`src/rtl/stream_fifo_if.sv`:
```
// rtl/stream_fifo_if.sv - handshake bundle for stream_fifo
//
// Purpose: groups the upstream (src_*) and downstream (dst_*) beat handshake
// signals of stream_fifo.
// Ports (signals):
//   src_valid, src_data[DATA_W-1:0], src_last, src_ready  - upstream side
//   dst_valid, dst_data[DATA_W-1:0], dst_last, dst_ready  - downstream side
// Modports:
//   slave  - the FIFO itself
//   master - the environment driving the FIFO (source and sink)
interface stream_fifo_if #(
  parameter int DATA_W = 64
);
  logic              src_valid;
  logic [DATA_W-1:0] src_data;
  logic              src_last;
  logic              src_ready;
  logic              dst_valid;
  logic [DATA_W-1:0] dst_data;
  logic              dst_last;
  logic              dst_ready;

  modport slave (
    input  src_valid, src_data, src_last, dst_ready,
    output src_ready, dst_valid, dst_data, dst_last
  );

  modport master (
    output src_valid, src_data, src_last, dst_ready,
    input  src_ready, dst_valid, dst_data, dst_last
  );
endinterface

```
`src/rtl/stream_fifo.sv`:
```
// rtl/stream_fifo.sv - first-word-fall-through stream FIFO with TLAST
//
// Purpose: DEPTH = 2**DEPTH_LOG2 entry FIFO of {last, data} beats.
// Ports:
//   clk        - single clock, rising edge
//   rst        - synchronous active-high reset, flushes all stored beats
//   bus        - stream_fifo_if.slave (src_* in, dst_* out)
//   count      - stored entries, 0..DEPTH
//   full       - count == DEPTH
//   empty      - count == 0
//   beat_cnt   - pops since reset        (only with STREAM_FIFO_STATS_EN)
//   pkt_cnt    - pops with dst_last = 1  (only with STREAM_FIFO_STATS_EN)
// Optional feature macro: STREAM_FIFO_STATS_EN
module stream_fifo #(
  parameter int DATA_W     = 64,
  parameter int DEPTH_LOG2 = 4
) (
  input  logic                  clk,
  input  logic                  rst,
  stream_fifo_if.slave          bus,
  output logic [DEPTH_LOG2:0]   count,
  output logic                  full,
  output logic                  empty
`ifdef STREAM_FIFO_STATS_EN
  ,
  output logic [31:0]           beat_cnt,
  output logic [15:0]           pkt_cnt
`endif
);

  localparam int                  DEPTH     = 1 << DEPTH_LOG2;
  localparam logic [DEPTH_LOG2:0] DEPTH_CNT = (DEPTH_LOG2 + 1)'(DEPTH);
  localparam logic [DEPTH_LOG2:0] CNT_ONE   = (DEPTH_LOG2 + 1)'(1);
  localparam logic [DEPTH_LOG2-1:0] PTR_ONE = DEPTH_LOG2'(1);

  logic [DATA_W:0]         mem [DEPTH];
  logic [DEPTH_LOG2-1:0]   wr_ptr;
  logic [DEPTH_LOG2-1:0]   rd_ptr;
  logic [DEPTH_LOG2:0]     count_next;
  logic                    ready_q;
  logic                    push;
  logic                    pop;

  // src_ready is a flop computed from next-cycle occupancy, so there is no
  // combinational path from dst_ready to src_ready (no pass-through on full).
  assign bus.src_ready = ready_q;
  assign push          = bus.src_valid & ready_q;
  assign pop           = bus.dst_valid & bus.dst_ready;

  assign empty         = (count == '0);
  assign full          = (count == DEPTH_CNT);

  // Fall-through read: head entry is always presented.
  assign bus.dst_valid = ~empty;
  assign {bus.dst_last, bus.dst_data} = mem[rd_ptr];

  always_comb begin
    count_next = count;
    unique case ({push, pop})
      2'b10:   count_next = count + CNT_ONE;
      2'b01:   count_next = count - CNT_ONE;
      default: count_next = count;
    endcase
  end

  always_ff @(posedge clk) begin
    if (rst) begin
      wr_ptr  <= '0;
      rd_ptr  <= '0;
      count   <= '0;
      ready_q <= 1'b0;
    end else begin
      if (push) wr_ptr <= wr_ptr + PTR_ONE;
      if (pop)  rd_ptr <= rd_ptr + PTR_ONE;
      count   <= count_next;
      ready_q <= (count_next != DEPTH_CNT);
    end
  end

  // Storage carries no reset; reset only clears the pointers and count.
  always_ff @(posedge clk) begin
    if (push && !rst) begin
      mem[wr_ptr] <= {bus.src_last, bus.src_data};
    end
  end

`ifdef STREAM_FIFO_STATS_EN
  always_ff @(posedge clk) begin
    if (rst) begin
      beat_cnt <= '0;
      pkt_cnt  <= '0;
    end else if (pop) begin
      beat_cnt <= beat_cnt + 32'd1;
      if (bus.dst_last) pkt_cnt <= pkt_cnt + 16'd1;
    end
  end
`endif

endmodule

```
`src/flat_wrapper.sv`:
```
// flat-port wrapper written by rule: the top's interface ports become plain ports
module stream_fifo_flat 
#(
  parameter int DATA_W     = 64,
  parameter int DEPTH_LOG2 = 4
)
  (clk, rst, count, full, empty, bus_src_valid, bus_src_data, bus_src_last, bus_dst_ready, bus_src_ready, bus_dst_valid, bus_dst_data, bus_dst_last);
  stream_fifo_if #(.DATA_W(DATA_W)) bus_i ();
  input  logic clk;
  input  logic rst;
  output logic [DEPTH_LOG2:0] count;
  output logic full;
  output logic empty;
  input wire logic [$bits(bus_i.src_valid)-1:0] bus_src_valid;
  input wire logic [$bits(bus_i.src_data)-1:0] bus_src_data;
  input wire logic [$bits(bus_i.src_last)-1:0] bus_src_last;
  input wire logic [$bits(bus_i.dst_ready)-1:0] bus_dst_ready;
  output wire logic [$bits(bus_i.src_ready)-1:0] bus_src_ready;
  output wire logic [$bits(bus_i.dst_valid)-1:0] bus_dst_valid;
  output wire logic [$bits(bus_i.dst_data)-1:0] bus_dst_data;
  output wire logic [$bits(bus_i.dst_last)-1:0] bus_dst_last;
  assign bus_i.src_valid = bus_src_valid;
  assign bus_i.src_data = bus_src_data;
  assign bus_i.src_last = bus_src_last;
  assign bus_i.dst_ready = bus_dst_ready;
  assign bus_src_ready = bus_i.src_ready;
  assign bus_dst_valid = bus_i.dst_valid;
  assign bus_dst_data = bus_i.dst_data;
  assign bus_dst_last = bus_i.dst_last;
  stream_fifo #(.DATA_W(DATA_W), .DEPTH_LOG2(DEPTH_LOG2)) u_core (.clk(clk), .rst(rst), .bus(bus_i), .count(count), .full(full), .empty(empty));
endmodule
```
`config.mk`:
```
export PLATFORM = sky130hd
export DESIGN_NAME = stream_fifo_flat
export DESIGN_NICKNAME = d
export VERILOG_FILES = /design/src/rtl/stream_fifo_if.sv /design/src/rtl/stream_fifo.sv /design/src/flat_wrapper.sv
export SDC_FILE = /design/constraint.sdc
export NUM_CORES = 1
export LEC_CHECK = 0
export CAP_MARGIN = 10
export CORE_MARGIN = 8
export CORE_UTILIZATION = 55
export CTS_CLUSTER_SIZE = 12
export DETAILED_ROUTE_END_ITERATION = 10
export PLACE_DENSITY = 0.76
export SLEW_MARGIN = 5
export SYNTH_ARGS = -nofsm -noshare
export SYNTH_HDL_FRONTEND = slang
export SYNTH_SLANG_ARGS = --single-unit
export TNS_END_PERCENT = 5
```
`constraint.sdc`:
```
create_clock -name clk -period 4.7 [get_ports clk]
set_input_delay 0.705 -clock clk [delete_from_list [all_inputs] [get_ports clk]]
set_output_delay 0.705 -clock clk [all_outputs]
set_load 0.01 [all_outputs]
```
==> results of run 1 <==
[path summary, 6_finish.rpt]
path / startpoint / endpoint / depth (start not counted)
setup / recovery: register / bus_dst_data[13] / 4
setup reg to reg: u_core.count[1]$_SDFF_PP0_ / u_core.bus.src_ready$_SDFF_PP0_ / 10
hold reg to reg: u_core.rd_ptr[3]$_SDFFE_PP0N_ / u_core.rd_ptr[3]$_SDFFE_PP0N_ / 2
hold / removal: u_core.rd_ptr[3]$_SDFFE_PP0N_ / u_core.rd_ptr[3]$_SDFFE_PP0N_ / 2
[registers in the layout, summed over array words and instances, names as in the netlist, named ones only]
register              cells
u_core.bus.src_ready      1
u_core.rd_ptr             4
u_core.mem             1040
u_core.count              5
u_core.wr_ptr             4
[per-layer routing]
layer  vias up  GRT usage [%]  part of all wire (%)
li1       7238              -                     -
met1      9641           28.4                    38
met2       932           36.2                    51
met3       144           4.31                   8.6
met4         6           5.47                   2.1
met5         -              0                 0.047
[where the power goes]
group,total [W],switching (W),internal [W]
sequential,0.0106,0.000117,0.0105
clock,0.00728,0.00324,0.00404
combinational,0.00286,0.00129,0.00158
total,0.0207,0.00464,0.0161
[critical path, cell delays in order (launching register included)]
cell and delay, ns:
sky130_fd_sc_hd__dfxtp_4 0.64, sky130_fd_sc_hd__buf_4 0.53, sky130_fd_sc_hd__mux4_2 0.58, sky130_fd_sc_hd__mux4_2 0.54
sky130_fd_sc_hd__clkdlybuf4s50_1 0.51
[stage by stage]
step / util (%) / std cells
after floorplan: - / 1569
after global placement: 59.2 / 2645
after detailed placement: 59.2 / 2645
after CTS: 63.2 / 2794
after global routing: 63.2 / 2794
final: 63.2 / 2799
[final cells by class]
type	count	area, sq um	area share [%]
Sequential cell	1058	31600	68.9
Multi-Input combinational cell	424	8070	17.6
Clock buffer	131	2690	5.87
Timing Repair Buffer	197	2100	4.57
Tap cell	959	1200	2.62
Clock inverter	18	173	0.376
Inverter	7	26.3	0.0573
Antenna cell	5	12.5	0.0273
[cells by family after synthesis]
group / synth area share [%]
adder cells (fa/ha/maj): 0.250
AND/OR/NAND/NOR: 0.756
buffers and inverters: 1.27
multiplexers: 18.4
XOR/XNOR: 0.241
AO/OA/AOI/OAI: 0.225
flip-flops: 78.9
[cell usage in the layout, fill, tap and decap left out, drive strengths merged, types with 2 or more instances in the layout]
| master | netlist | layout |
|---|---|---|
| mux4 | 325 | 325 |
| mux2i | 4 | 4 |
| nand2 | 8 | 8 |
| ha | 8 | 8 |
| xnor2 | 4 | 4 |
| dfxtp | 18 | 18 |
| clkbuf | 38 | 131 |
| xor2 | 7 | 7 |
| clkinv | 0 | 13 |
| edfxtp | 1040 | 1040 |
| nand3 | 2 | 2 |
| nor2 | 32 | 32 |
| buf | 42 | 55 |
| a21oi | 6 | 6 |
| nand4 | 3 | 3 |
| clkdlybuf4s50 | 0 | 142 |
| or3 | 3 | 3 |
| nor2b | 4 | 4 |
| inv | 7 | 11 |
| and2 | 2 | 2 |
| diode | 0 | 5 |
==> out/results.env, run 1 <==
SYNTH.TOP_CELL.AREA_SHARE_PCT=78.0
TIMING.CRITICAL_PATH.REQUIRED_NS=3.99
CRITPATHCAPTURETYPE='output pin'
REG2REG_SETUP_SLACK_NS=1.60
DIE-AREA_SQ_UM=81700
DIE_EXTENT_IN_X_MICRONS=286
WORST_MIN_PATH_CLASS='reg -> reg'
PATH_CLASS='reg -> out'
PORTBUFFERS=142
GRT_MAX_DEGREE=79
MAXIMUM_BUFFER_DEPTH_OF_THE_CLOCK_TREE=3
TIGHTESTPINTRANSITION_NS=0.864
ANTENNA_FOUND_INITIAL=9
SYN_AVG_CELL_AREA_SQ_UM=25.5
SYNTH_COMMONEST_CELLS='sky130_fd_sc_hd__edfxtp_1, sky130_fd_sc_hd__mux4_2, sky130_fd_sc_hd__clkbuf_1'
START_UTIL_PCT=55.2
SYNTH.DISTINCT_CELLS=37
TRITONCTS='yes'
ASYNC_RESET_FF_SHARE_PCT=0
DR_TOTAL_VIAS=17961
COUNT_OF_FINAL_MAX_SLEW_CHECK_FAILURES=0
WORST_SETUP_SLACK_AFTER_LAYOUT_NS=0.530
ROWS=99
POWER_DENSITY_RELATIVE_TO_CELL_AREA_nW_PER_UM2=452
SYNTHESIS.NETS=1646
CTSHOLDBUFFERS=0
SETUP_TOTAL_NEG_SLACK_NS=0
CORE_AREA_SQ_UM=72600
POST_CTS.RESIZED_INSTANCES=0
DETAILED_ROUTE_WIRE_LENGTH_MICRONS=87400
FINAL-SETUP-VIOL-COUNT=0
WL_PER_CELL_MICRONS=31.2
GRTUSAGETOTAL_PCT=21.3
SYNTH-EDFF-COUNT=1040
CLK_PIN_SLEW_NS=0.06
FIRST_GLOBAL_VIAS=18976
FINALPOWER_W=0.0207
NETLIST.TOP_CELL.BY_AREA='sky130_fd_sc_hd__edfxtp_1'
HPWLAFTERDP_MICRONS=43600
PATH_MAX_FANOUT=25
GRT_FIRST_PASS_WIRELENGTH_MICRONS=128000
PLACE_WS_NS=1.11
DRC_MARKER_COUNT_FROM_THE_FIRST_DETAILED_ROUTE_ITERATION=2004
MAX-CAP-VIOLATIONS=0
PIN_COUNT=143
DRIVE_GT1_SHARE_PCT=28.2
GLOBALROUTEOVERFLOWTOTAL=0
FIN_WORST_SKEW_NS=0.0239
ACHIEVABLE-FREQUENCY_GHz=0.240
LAYOUT_MIN_CYCLE_TIME_NS=4.17
MAX_SLEW_MARGIN_PCT=42.2
MOST_FREQUENT_CELL_AFTER_SYNTHESIS='sky130_fd_sc_hd__edfxtp_1'
DIE_HEIGHT_MICRONS=286
POST_DETAILED_ROUTE_COUNT_OF_ANTENNA_VIOLATING_NETS=0
GP_ROUTABILITY_CONGESTION=0.764
SYNTH_AREA_SQ_UM=40000
STATUS='finished clean'
SYNTH_TOP_CELLS_BY_AREA='sky130_fd_sc_hd__edfxtp_1, sky130_fd_sc_hd__mux4_2, sky130_fd_sc_hd__dfxtp_1, sky130_fd_sc_hd__buf_6, sky130_fd_sc_hd__clkbuf_1'
ARRIVAL_NS=3.47
POST-CTS-SETUP-BUFFER-COUNT=0
CTS_ROOT_BUF='sky130_fd_sc_hd__clkbuf_16'
FIN_NETS=1867
TIMING.CRITICAL_PATH.FROM_TYPE='register'
AVGVIACOUNTPERCELL=6.42
RSZ0062_AT_GRT='false'
FINAL_AREA_SQ_UM=45900
YS_FLOP_TYPE='sky130_fd_sc_hd__edfxtp_1'
REGISTER_BIT_TOTAL_FROM_SYNTHESIS=1058
FINALHOLDWORSTSLACK_NS=0.527
YS.WARNINGS.COUNT=0
CTS_INSERTED_BUFFERS=102
VDD_DROP_MAX_V=0.000361
PERIOD_SHARE_PCT=88.7
CLK_LATENCY_NS=0.65
SHARE_OF_THE_YOSYS_CHIP_AREA_BELONGING_TO_REGISTERS_PCT=78.9
TIMING_HOLD_VIOLATIONS_FINAL=0
NUMBER_OF_FILLERS_IN_THE_FINAL_LAYOUT=4634
DPL_CELL_AREA_SQ_UM=43000
CTS.HTREE.LEVELS=3
POSTSYNTHCELLCOUNT=1569
NUMCLOCKSINKS=1058
DETAILEDROUTE.FIRSTPASSITERATIONCOUNT=5
POST-ROUTE-DRC-COUNT=0
SYN2LAYOUT_AREA_GROWTH_PCT=14.5
POWER.STATIC_LEAKAGE_nW=13.7
Note: power is estimated with default switching activity, not from simulation.
==> run 2: changes to the inputs <==
--- a/config.mk
+++ b/config.mk
@@ -7,10 +7,10 @@
 export LEC_CHECK = 0
 export CAP_MARGIN = 10
 export CORE_MARGIN = 8
-export CORE_UTILIZATION = 55
+export CORE_UTILIZATION = 61
 export CTS_CLUSTER_SIZE = 12
 export DETAILED_ROUTE_END_ITERATION = 10
-export PLACE_DENSITY = 0.76
+export PLACE_DENSITY = 0.8
 export SLEW_MARGIN = 5
 export SYNTH_ARGS = -nofsm -noshare
 export SYNTH_HDL_FRONTEND = slang
==> constraint.sdc (replaced) <==
create_clock -name clk -period 4 [get_ports clk]
set_input_delay 0.6 -clock clk [delete_from_list [all_inputs] [get_ports clk]]
set_output_delay 0.6 -clock clk [all_outputs]
set_load 0.01 [all_outputs]
==> out/results.env, run 2 (synthesis results as in run 1) <==
FIRST_GLOBAL_VIAS=19375  # +2.1%
POST-CTS-SETUP-BUFFER-COUNT=0  # unchanged
FINALPOWER_W=0.0246  # +19%
LAYOUT_MIN_CYCLE_TIME_NS=3.91
POST_DETAILED_ROUTE_COUNT_OF_ANTENNA_VIOLATING_NETS=0  # unchanged
MAX_FLOP_REGISTER='u_core.mem'
START_UTIL_PCT=61.2  # +6.1 points
GP_ROUTABILITY_CONGESTION=0.744  # -2.6%
GRTUSAGETOTAL_PCT=24.0  # +2.7 points
MAX_SLEW_MARGIN_PCT=52.6  # +10 points
TIGHTESTPINTRANSITION_NS=0.709  # -0.155 ns
ACHIEVABLE-FREQUENCY_GHz=0.256
PATH_CLASS='reg -> out'
VDD_DROP_MAX_V=0.000396  # +9.9%
TIMING.CRITICAL_PATH.REQUIRED_NS=3.40  # -0.59 ns
ANTENNA_FOUND_INITIAL=11  # +2
TIMING.CRITICAL_PATH.FROM_TYPE='register'
TIMING_HOLD_VIOLATIONS_FINAL=0  # unchanged
FIN_NETS=1865  # -0.11%
CTS.HTREE.LEVELS=3  # unchanged
DETAILED_ROUTE_WIRE_LENGTH_MICRONS=88600  # +1.3%
FINISH.UTILIZATION_PCT=70.4  # +7.2 points
GLOBALROUTEOVERFLOWTOTAL=0  # unchanged
GRT_MAX_DEGREE=72  # -8.9%
PERIOD_SHARE_PCT=97.7
CTSHOLDBUFFERS=0  # unchanged
NUMBER_OF_FILLERS_IN_THE_FINAL_LAYOUT=3663  # -21%
GRT_FIRST_PASS_WIRELENGTH_MICRONS=129000  # +1.4%
DR_TOTAL_VIAS=18140  # +1.0%
HPWLAFTERDP_MICRONS=42800  # -1.9%
DIE_EXTENT_IN_X_MICRONS=272  # -4.8%
CRITPATHCAPTURETYPE='output pin'
SYN2LAYOUT_AREA_GROWTH_PCT=15.0
MET2_USAGE_PCT=40.4  # +4.3 points
CTS_INSERTED_BUFFERS=104  # +2.0%
DIE_HEIGHT_MICRONS=272  # -4.8%
MAX-CAP-VIOLATIONS=0  # unchanged
STATUS='finished clean'
ROWS=94  # -5.1%
ARRIVAL_NS=3.31  # -0.16 ns
POWER.STATIC_LEAKAGE_nW=13.8  # +0.49%
GRT_BUSIEST_LAYER='met2'
POST-ROUTE-DRC-COUNT=0  # unchanged
PORTBUFFERS=142  # unchanged
DRIVE_GT1_SHARE_PCT=28.0  # -0.21 points
CORE_AREA_SQ_UM=65400  # -9.9%
CTS_ROOT_BUF='sky130_fd_sc_hd__clkbuf_16'
PATH_MAX_FANOUT=25  # unchanged
MAXIMUM_BUFFER_DEPTH_OF_THE_CLOCK_TREE=3  # unchanged
LAYOUT.CELLS.MOST_COMMON='sky130_fd_sc_hd__edfxtp_1'
CLK_PIN_SLEW_NS=0.05  # about the same
RSZ0062_AT_GRT='false'
FIN_WORST_SKEW_NS=0.0154  # -0.00851 ns
CLK_LATENCY_NS=0.66  # about the same
PIN_COUNT=143  # unchanged
AVGVIACOUNTPERCELL=6.66  # +3.9%
POWER_DENSITY_RELATIVE_TO_CELL_AREA_nW_PER_UM2=533  # +18%
TRITONCTS='yes'
POST_CTS.RESIZED_INSTANCES=0  # unchanged
FLIP_FLOP_COUNT_OF_THE_LARGEST_REGISTER_AFTER_LAYOUT=1040  # unchanged
COUNT_OF_FINAL_MAX_SLEW_CHECK_FAILURES=0  # unchanged
NUMCLOCKSINKS=1058  # unchanged
FINAL_CELL_MIX='sky130_fd_sc_hd__edfxtp_1, sky130_fd_sc_hd__mux4_2, sky130_fd_sc_hd__clkdlybuf4s50_1, sky130_fd_sc_hd__clkbuf_16, sky130_fd_sc_hd__buf_12'
LARGESTREGISTERS='u_core.mem: 1040 flops, u_core.count: 5 flops'
DIE-AREA_SQ_UM=74100  # -9.3%
GROUTE.LAYER.MET1.USAGE_PCT=32.2  # +3.8 points
WL_PER_CELL_MICRONS=32.5  # +4.2%
WORST_MIN_PATH_CLASS='reg -> reg'
MET3_USAGE_PCT=4.06  # -0.25 points
DRC_MARKER_COUNT_FROM_THE_FIRST_DETAILED_ROUTE_ITERATION=2111  # +5.3%
DETAILEDROUTE.FIRSTPASSITERATIONCOUNT=5  # unchanged
FINAL-SETUP-VIOL-COUNT=0  # unchanged
-- run 2: cell count changes in the layout (fill, tap and decap cells not counted), moves of 2 or more --
cell / change
sky130_fd_sc_hd__clkinv_2: +3
sky130_fd_sc_hd__diode_2: +4
sky130_fd_sc_hd__clkbuf_1: +4
sky130_fd_sc_hd__buf_12: +19
sky130_fd_sc_hd__clkinv_1: +10
sky130_fd_sc_hd__buf_4: -26
sky130_fd_sc_hd__inv_6: +2
sky130_fd_sc_hd__buf_16: +2
-- run 2: power breakdown --
part / internal [W] / switching [W] / leakage (nW) / total, W
clock network: 0.00476 / 0.00390 / 1.42 / 0.00866
registers: 0.0123 / 0.000109 / 9.51 / 0.0124
logic: 0.00192 / 0.00158 / 2.88 / 0.00350
total: 0.0190 / 0.00559 / 13.8 / 0.0246
-- run 2: final timing paths --
check	from	endpoint	slack, ns	cells past startpoint
setup reg to reg	u_core.count[1]$_SDFF_PP0_	u_core.bus.src_ready$_SDFF_PP0_	0.80	10
hold reg to reg	u_core.wr_ptr[1]$_SDFFE_PP0P_	u_core.wr_ptr[1]$_SDFFE_PP0P_	0.53	2
setup / recovery	register	bus_dst_data[9]	0.09	4
hold / removal	u_core.wr_ptr[1]$_SDFFE_PP0P_	u_core.wr_ptr[1]$_SDFFE_PP0P_	0.53	2
-- run 2: stage by stage --
step | instances | setup WS (ns) | hold slack, ns | setup TNS [ns] | cell area (sq um)
6_report | 2722 | 0.0916 | 0.533 | 0 | 46100
3_3_place_gp | 2546 | 0.721 | 0.502 | 0 | 43100
3_5_place_dp | 2546 | 0.548 | 0.518 | 0 | 43100
2_1_floorplan | 1569 | -0.498 | 0.482 | -387.75 | 40000
5_1_grt | 2719 | 0.00866 | 0.574 | 0 | 46100
4_1_cts | 2713 | 0.0348 | 0.529 | 0 | 46000
-- run 2: final cells by class --
cell class / instances / area, sq um / share of cell area (%)
Clock buffer: 136 / 2730 / 5.93
Inverter: 7 / 26.3 / 0.0570
Sequential cell: 1058 / 31600 / 68.6
Clock inverter: 31 / 181 / 0.394
Antenna cell: 9 / 22.5 / 0.0489
Timing Repair Buffer: 193 / 2350 / 5.10
Tap cell: 864 / 1080 / 2.35
Multi-Input combinational cell: 424 / 8070 / 17.5
-- run 2: per-layer routing --
layer / wire length (microns) / share of wire [%] / vias up
met5: 63 / 0.071 / -
met4: 1730 / 2.0 / 10
met3: 6360 / 7.2 / 125
met2: 46500 / 52 / 915
met1: 34000 / 38 / 9814
li1: - / - / 7276
-- run 2: worst max-delay path, cell delays in order (launching register included) --
cell	delay, ns
sky130_fd_sc_hd__dfxtp_4	0.65
sky130_fd_sc_hd__buf_4	0.45
sky130_fd_sc_hd__mux4_2	0.39
sky130_fd_sc_hd__mux4_2	0.51
sky130_fd_sc_hd__clkdlybuf4s50_1	0.63
